==> src/rtl/alu_nib_pkg.sv <==
// Shared types and defaults for the nibble-serial ALU sequencer.
// Optional pipelined turnaround is enabled with ALU_NIB_SEQ_PIPE_EN.
package alu_nib_pkg;

    localparam int NIB_W_DEF  = 4;
    localparam int DATA_W_DEF = 2 * NIB_W_DEF;

    typedef enum logic [1:0] {
        OP_NOT = 2'b00,
        OP_AND = 2'b01,
        OP_OR  = 2'b10,
        OP_XOR = 2'b11
    } op_e;

    typedef enum logic [1:0] {
        IDLE = 2'b00,
        LO   = 2'b01,
        HI   = 2'b10,
        DONE = 2'b11
    } state_e;

endpackage

==> src/rtl/alu_nib_seq_if.sv <==
// Bundle of upstream, downstream and logic-unit signals of alu_nib_seq.
// The sequencer sits on the slave side; the environment on the master side.
interface alu_nib_seq_if
    import alu_nib_pkg::*;
#(
    parameter int NIB_W  = NIB_W_DEF,
    parameter int DATA_W = 2 * NIB_W
) ();

    logic              in_valid;
    logic              in_ready;
    logic [DATA_W-1:0] in_a;
    logic [DATA_W-1:0] in_b;
    op_e               in_op;

    logic [NIB_W-1:0]  lu_a;
    logic [NIB_W-1:0]  lu_b;
    op_e               lu_op;
    logic [NIB_W-1:0]  lu_res;

    logic              out_valid;
    logic              out_ready;
    logic [DATA_W-1:0] out_res;
    logic              out_zero;

    modport slave (
        input  in_valid, in_a, in_b, in_op,
        input  lu_res, out_ready,
        output in_ready, lu_a, lu_b, lu_op,
        output out_valid, out_res, out_zero
    );

    modport master (
        output in_valid, in_a, in_b, in_op,
        output lu_res, out_ready,
        input  in_ready, lu_a, lu_b, lu_op,
        input  out_valid, out_res, out_zero
    );

endinterface

==> src/rtl/alu_nib_seq_ctrl.sv <==
// FSM and handshake control for the nibble-serial ALU sequencer.
// ALU_NIB_SEQ_PIPE_EN lets DONE accept the next operation directly.
module alu_nib_seq_ctrl
    import alu_nib_pkg::*;
(
    input  logic   clk,
    input  logic   rst_n,
    input  logic   in_valid_i,
    input  logic   out_ready_i,
    output logic   in_ready_o,
    output logic   out_valid_o,
    output logic   ld_o,
    output logic   cap_lo_o,
    output logic   cap_hi_o,
    output state_e state_o
);

    state_e state_q;
    state_e state_d;

    always_ff @(posedge clk or negedge rst_n) begin
        if (!rst_n) state_q <= IDLE;
        else        state_q <= state_d;
    end

    always_comb begin
        state_d     = state_q;
        in_ready_o  = 1'b0;
        out_valid_o = 1'b0;
        cap_lo_o    = 1'b0;
        cap_hi_o    = 1'b0;
        unique case (state_q)
            IDLE: begin
                in_ready_o = 1'b1;
                if (in_valid_i) state_d = LO;
            end
            LO: begin
                cap_lo_o = 1'b1;
                state_d  = HI;
            end
            HI: begin
                cap_hi_o = 1'b1;
                state_d  = DONE;
            end
            DONE: begin
                out_valid_o = 1'b1;
`ifdef ALU_NIB_SEQ_PIPE_EN
                // Both handshakes in one cycle chain straight into the next op.
                in_ready_o = out_ready_i;
                if (out_ready_i) state_d = in_valid_i ? LO : IDLE;
`else
                if (out_ready_i) state_d = IDLE;
`endif
            end
        endcase
    end

    assign ld_o    = in_ready_o & in_valid_i;
    assign state_o = state_q;

endmodule

==> src/rtl/alu_nib_seq.sv <==
// Byte ALU built from two passes through an external nibble logic unit.
// Build with ALU_NIB_SEQ_PIPE_EN for 3-cycle instead of 4-cycle throughput.
module alu_nib_seq
    import alu_nib_pkg::*;
#(
    parameter int NIB_W  = NIB_W_DEF,
    parameter int DATA_W = 2 * NIB_W
) (
    input  logic        clk,
    input  logic        rst_n,
    alu_nib_seq_if.slave bus
);

    logic [DATA_W-1:0] a_q;
    logic [DATA_W-1:0] b_q;
    op_e               op_q;
    logic [DATA_W-1:0] res_q;
    logic              zero_q;

    logic   ld;
    logic   cap_lo;
    logic   cap_hi;
    logic   out_valid;
    logic   in_ready;
    state_e state;

    alu_nib_seq_ctrl u_ctrl (
        .clk         (clk),
        .rst_n       (rst_n),
        .in_valid_i  (bus.in_valid),
        .out_ready_i (bus.out_ready),
        .in_ready_o  (in_ready),
        .out_valid_o (out_valid),
        .ld_o        (ld),
        .cap_lo_o    (cap_lo),
        .cap_hi_o    (cap_hi),
        .state_o     (state)
    );

    always_ff @(posedge clk or negedge rst_n) begin
        if (!rst_n) begin
            a_q    <= '0;
            b_q    <= '0;
            op_q   <= OP_NOT;
            res_q  <= '0;
            zero_q <= 1'b0;
        end else begin
            if (ld) begin
                a_q  <= bus.in_a;
                b_q  <= bus.in_b;
                op_q <= bus.in_op;
            end
            if (cap_lo) res_q[NIB_W-1:0] <= bus.lu_res;
            if (cap_hi) begin
                res_q[DATA_W-1:NIB_W] <= bus.lu_res;
                // Low nibble is already settled, so zero is known on DONE entry.
                zero_q <= (bus.lu_res == '0)
                        && (res_q[NIB_W-1:0] == '0);
            end
        end
    end

    always_comb begin
        bus.lu_a  = '0;
        bus.lu_b  = '0;
        bus.lu_op = OP_NOT;
        unique case (state)
            LO: begin
                bus.lu_a  = a_q[NIB_W-1:0];
                bus.lu_b  = b_q[NIB_W-1:0];
                bus.lu_op = op_q;
            end
            HI: begin
                bus.lu_a  = a_q[DATA_W-1:NIB_W];
                bus.lu_b  = b_q[DATA_W-1:NIB_W];
                bus.lu_op = op_q;
            end
            IDLE, DONE: begin
            end
        endcase
    end

    assign bus.in_ready  = in_ready;
    assign bus.out_valid = out_valid;
    assign bus.out_res   = out_valid ? res_q : '0;
    assign bus.out_zero  = out_valid & zero_q;

endmodule

==> src/flat_wrapper.sv <==
// flat-port wrapper written by rule: the top's interface ports become plain ports
module alu_nib_seq_flat import alu_nib_pkg::*;
#(
    parameter int NIB_W  = NIB_W_DEF,
    parameter int DATA_W = 2 * NIB_W
)
  (clk, rst_n, bus_in_valid, bus_in_a, bus_in_b, bus_in_op, bus_lu_res, bus_out_ready, bus_in_ready, bus_lu_a, bus_lu_b, bus_lu_op, bus_out_valid, bus_out_res, bus_out_zero);
  alu_nib_seq_if #(.NIB_W(NIB_W), .DATA_W(DATA_W)) bus_i ();
  input  logic clk;
  input  logic rst_n;
  input wire logic [$bits(bus_i.in_valid)-1:0] bus_in_valid;
  input wire logic [$bits(bus_i.in_a)-1:0] bus_in_a;
  input wire logic [$bits(bus_i.in_b)-1:0] bus_in_b;
  input wire logic [$bits(bus_i.in_op)-1:0] bus_in_op;
  input wire logic [$bits(bus_i.lu_res)-1:0] bus_lu_res;
  input wire logic [$bits(bus_i.out_ready)-1:0] bus_out_ready;
  output wire logic [$bits(bus_i.in_ready)-1:0] bus_in_ready;
  output wire logic [$bits(bus_i.lu_a)-1:0] bus_lu_a;
  output wire logic [$bits(bus_i.lu_b)-1:0] bus_lu_b;
  output wire logic [$bits(bus_i.lu_op)-1:0] bus_lu_op;
  output wire logic [$bits(bus_i.out_valid)-1:0] bus_out_valid;
  output wire logic [$bits(bus_i.out_res)-1:0] bus_out_res;
  output wire logic [$bits(bus_i.out_zero)-1:0] bus_out_zero;
  assign bus_i.in_valid = bus_in_valid;
  assign bus_i.in_a = bus_in_a;
  assign bus_i.in_b = bus_in_b;
  assign bus_i.in_op = bus_in_op;
  assign bus_i.lu_res = bus_lu_res;
  assign bus_i.out_ready = bus_out_ready;
  assign bus_in_ready = bus_i.in_ready;
  assign bus_lu_a = bus_i.lu_a;
  assign bus_lu_b = bus_i.lu_b;
  assign bus_lu_op = bus_i.lu_op;
  assign bus_out_valid = bus_i.out_valid;
  assign bus_out_res = bus_i.out_res;
  assign bus_out_zero = bus_i.out_zero;
  alu_nib_seq #(.NIB_W(NIB_W), .DATA_W(DATA_W)) u_core (.clk(clk), .rst_n(rst_n), .bus(bus_i));
endmodule
==> config.mk <==
export PLATFORM = sky130hd
export DESIGN_NAME = alu_nib_seq_flat
export DESIGN_NICKNAME = d
export VERILOG_FILES = /design/src/rtl/alu_nib_pkg.sv /design/src/rtl/alu_nib_seq_if.sv /design/src/rtl/alu_nib_seq_ctrl.sv /design/src/rtl/alu_nib_seq.sv /design/src/flat_wrapper.sv
export SDC_FILE = /design/constraint.sdc
export NUM_CORES = 1
export LEC_CHECK = 0
export ABC_AREA = 1
export BUFFER_PORTS_ARGS = -buffer_cell sky130_fd_sc_hd__buf_2
export CAP_MARGIN = 40
export CORE_ASPECT_RATIO = 1.1
export CORE_MARGIN = 2
export CORE_UTILIZATION = 35
export DETAILED_ROUTE_END_ITERATION = 7
export GPL_TIMING_DRIVEN = 0
export PLACE_DENSITY_LB_ADDON = 0.2
export SETUP_SLACK_MARGIN = 0.1
export SYNTH_ARGS = -nofsm -noshare
export SYNTH_HDL_FRONTEND = slang
export SYNTH_SLANG_ARGS = --single-unit
==> constraint.sdc <==
create_clock -name clk -period 2.6 [get_ports clk]
set_clock_uncertainty 0.15 [all_clocks]
set_input_delay 0 -clock clk [delete_from_list [all_inputs] [get_ports clk]]
set_output_delay 0 -clock clk [all_outputs]
set_load 0.05 [all_outputs]
==> summary.md <==
| Metric | Value |
|---|---|
| Grt total ovfl | 0 |
| Synth Net Count | 225 |
| CTS clock-pin slew for the worst setup and hold paths | 60 ps |
| Final min period | 2380 ps |
| Final Slew Violations | 0 |
| Multiplexer share of the synthesized area | 0% |
| Net count, final | 317 |
| Post-synthesis cell type count | 17 |
| Antenna-violating nets left | 0 |
| Chip width | 67.0 um |
| Synth Area in Compound Gates | 5.73% |
| IO buf count | 46 |
| Largest family of logic cells by synthesized area | simple AND/OR/NAND/NOR gates |
| Number of global-route vias before repair | 1427 |
| Critical path peak fanout | 10 |
| Clk sink count | 29 |
| Avg Vias per Cell | 4.32 |
| PwrDens | 1190 nW/um^2 |
| Setup bufs post-CTS | 0 |
| Estimated wirelength of the detail-placed design | 2330 um |
| Worst-skew pair later-pin latency | 280 ps |
| Sw Ratio | 47.3% |
| Iter 0 DRT Violations | 60 |
| Worst Path Required | 2670 ps |
| Fraction of layout cells with a size suffix above 1 | 25.2% |
| Switching pwr | 1.31 mW |
| Synth-to-layout area growth | 52.5% |
| Mapped Cells | 193 |
| Syn Std Cell Area | 1530 sq um |
| FF+latch count, synth | 29 |
| Logic pwr share | 56.9% |
| Core box area | 4250 sq um |
| Largest net degree at the start of global routing | 30 |
| Post-Synth Adder-Cell Area | 4.91% |
| Setup Viol. Count Final | 0 |
| Hold Vio Cnt, Final | 0 |
| Worst Path Class, Setup | reg -> reg |
| Total CTS buffers | 5 |
| RSZ-0062 raised after global routing | no |
| Avg Cell Area, Syn | 7.92 sq um |
| Clock power share | 14.7% |
| Setup crit end kind | flop |
| CP cell instances | inv_1, ha_4, buf_6, nand3_1, dlygate4sd3_1, nand2_1, dlygate4sd3_1 |
| DR vias | 1470 |
| CTS root buffer | clkbuf_8 |
| Sequential share of the synthesized area | 47.5% |
| Sequential Power Share | 28.4% |
| Ys Warns | 0 |
| Bufs on Longest Clock Path | 2 |
| IO Pins | 47 |
| Slew at the pin closest to its max-slew limit | 659 ps |
| Internal power | 1.46 mW |
| Status | finished, final reports clean |
| CTS tree | built |
| # DRC | 0 |
| Die H | 73.3 um |
| GRT Overall Usage | 17.4% |
| Met2 usage | 29.5% |
| Initial antenna violation count | 0 |
| Dpl ws | 802 ps |
| Die area | 4910 sq um |
| Met1 usage | 21.2% |
| Routed WL | 3630 um |
| Peak VDD IR | 769 uV |
| Final setup TNS | 0 ps |
| Post-placement cell count | 293 |
| Layout Cells excl Fill | 340 |
| GR peak layer | met2 |
| Worst endpoint data arrival time | 2450 ps |
| H-tree depth | 2 |
| Worst hold-check path type | in -> reg |
| Reg2reg setup slack | 220 ps |
| First-pass GRT wire length | 6400 um |
| Rows | 25 |
| Diodes inserted | 0 |
| Placer Congestion | 0.703 |
| CP max stage delay | 570 ps |
| Slowest CP cell | dlygate4sd3_1 |
| Starting Density | 35.9% |
| 1st-pass router iterations | 4 |
| Slew margin rel. | 56.0% |
| Crit path launch type | flop |
| CP dominant cell by count | dlygate4sd3_1 |
| LEAKAGE | 1.30 nW |
| Post-route worst setup slack | 217 ps |
| Final period utilization | 91.7% |
| Synth Area in Simple Gates | 29.6% |
| Fmax | 0.420 GHz |
| M3 GR Usage | 4.59% |
| Drt wl/cell | 10.7 um |
| Synth Area in XOR/XNOR | 0% |
| Max Cap Viol | 0 |
==> what timing repair did <==
item	CTS	global route
setup endpoints to repair	0	7
resized for setup	0	4
hold buffers	39	0
hold endpoints to repair	58	0
==> power by group through the flow <==
stage | sequential (mW) | clock [mW] | combinational, mW
global route | 0.818 | 0.445 | 1.75
CTS | 0.780 | 0.418 | 1.56
detailed placement | 0.786 | 0 | 1.41
global placement | 0.782 | 0 | 1.39
floorplan | 0.758 | 0 | 1.12
finish | 0.784 | 0.406 | 1.57
==> cell families (layout without fill, tap and decap cells) <==
family,count (synthesis),count (layout)
AO/OA/AOI/OAI,16,16
adder cells (fa/ha/maj),6,6
buffers and inverters,32,125
flip-flops,29,29
AND/OR/NAND/NOR,110,110
==> final cells by class <==
cell class,instances,area (sq um)
Sequential cell,29,727
Inverter,23,88.8
Timing Repair Buffer,85,621
Clock inverter,1,5.00
Buffer,9,98.8
Tap cell,54,67.6
Clock buffer,7,96.3
Multi-Input combinational cell,132,628
Fill cell,436,1920
==> metrics by stage <==
stage | hold WS (ps) | cell area [sq um] | util (%) | total power, mW
after floorplan | -446 | 1530 | - | 1.87
after global placement | -76.7 | 1830 | 42.9 | 2.17
after detailed placement | -74.2 | 1830 | 42.9 | 2.19
after CTS | 79.1 | 2320 | 54.5 | 2.75
after global routing | 112 | 2330 | 54.8 | 3.01
final | 85.4 | 2330 | 54.8 | 2.76
==> routing by layer <==
layer / wire length [um] / vias to the layer above
li1: - / 769
met1: 1570 / 651
met2: 1800 / 41
met3: 188 / 9
met4: 61 / 0
met5: 0 / -
==> synth_stat cells <==
| master | instances | area share, % |
|---|---|---|
| o21ai_0 | 2 | 0.65 |
| nor2_1 | 4 | 0.98 |
| o21ai_2 | 2 | 1.1 |
| clkinv_1 | 1 | 0.25 |
| a21oi_1 | 8 | 2.6 |
| nand2_4 | 2 | 1.5 |
| buf_6 | 5 | 3.7 |
| inv_4 | 1 | 0.41 |
| ha_1 | 6 | 4.9 |
| nand2_2 | 1 | 0.41 |
| dfrtp_1 | 29 | 47 |
| buf_12 | 1 | 1.3 |
| nand2_1 | 85 | 21 |
| inv_1 | 21 | 5.2 |
| o21ai_1 | 4 | 1.3 |
| buf_4 | 3 | 1.5 |
| nand3_1 | 18 | 5.9 |
==> final timing paths <==
kind	startpoint	to	depth (start not counted)
max	u_core.u_ctrl.state_o[1]$_DFFE_PN0P_	u_core.b_q[7]$_DFFE_PN0P_	7
min	bus_in_valid	u_core.u_ctrl.state_o[1]$_DFFE_PN0P_	6
max reg2reg	u_core.u_ctrl.state_o[1]$_DFFE_PN0P_	u_core.b_q[7]$_DFFE_PN0P_	7
min reg2reg	u_core.a_q[0]$_DFFE_PN0P_	u_core.a_q[0]$_DFFE_PN0P_	2
max in group asynchronous	rst_n	u_core.u_ctrl.state_o[1]$_DFFE_PN0P_	2
min in group asynchronous	rst_n	u_core.res_q[5]$_DFFE_PN0N_	2
==> cell usage in the layout (no fill, tap or decap), drive strengths merged <==
master / n
a21oi: 8
buf: 55
clkbuf: 7
clkinv: 2
dfrtp: 29
dlygate4sd3: 39
ha: 6
inv: 22
nand2: 88
nand3: 18
nor2: 4
o21ai: 8
==> worst max-delay path: cells and delay by family, from the launching register on <==
kind                     cells  cell delay, ps
AND/OR/NAND/NOR              2             160
buffers and inverters        4            1410
adder cells (fa/ha/maj)      1             170
flip-flops                   1             440
==> state kept, by name (all words and copies together) (netlist names) <==
name                   count
u_core.res_q               8
u_core.a_q                 8
u_core.zero_q              1
u_core.b_q                 8
u_core.u_ctrl.state_o      2
u_core.op_q                2
Power figures use the tool's default switching activity.
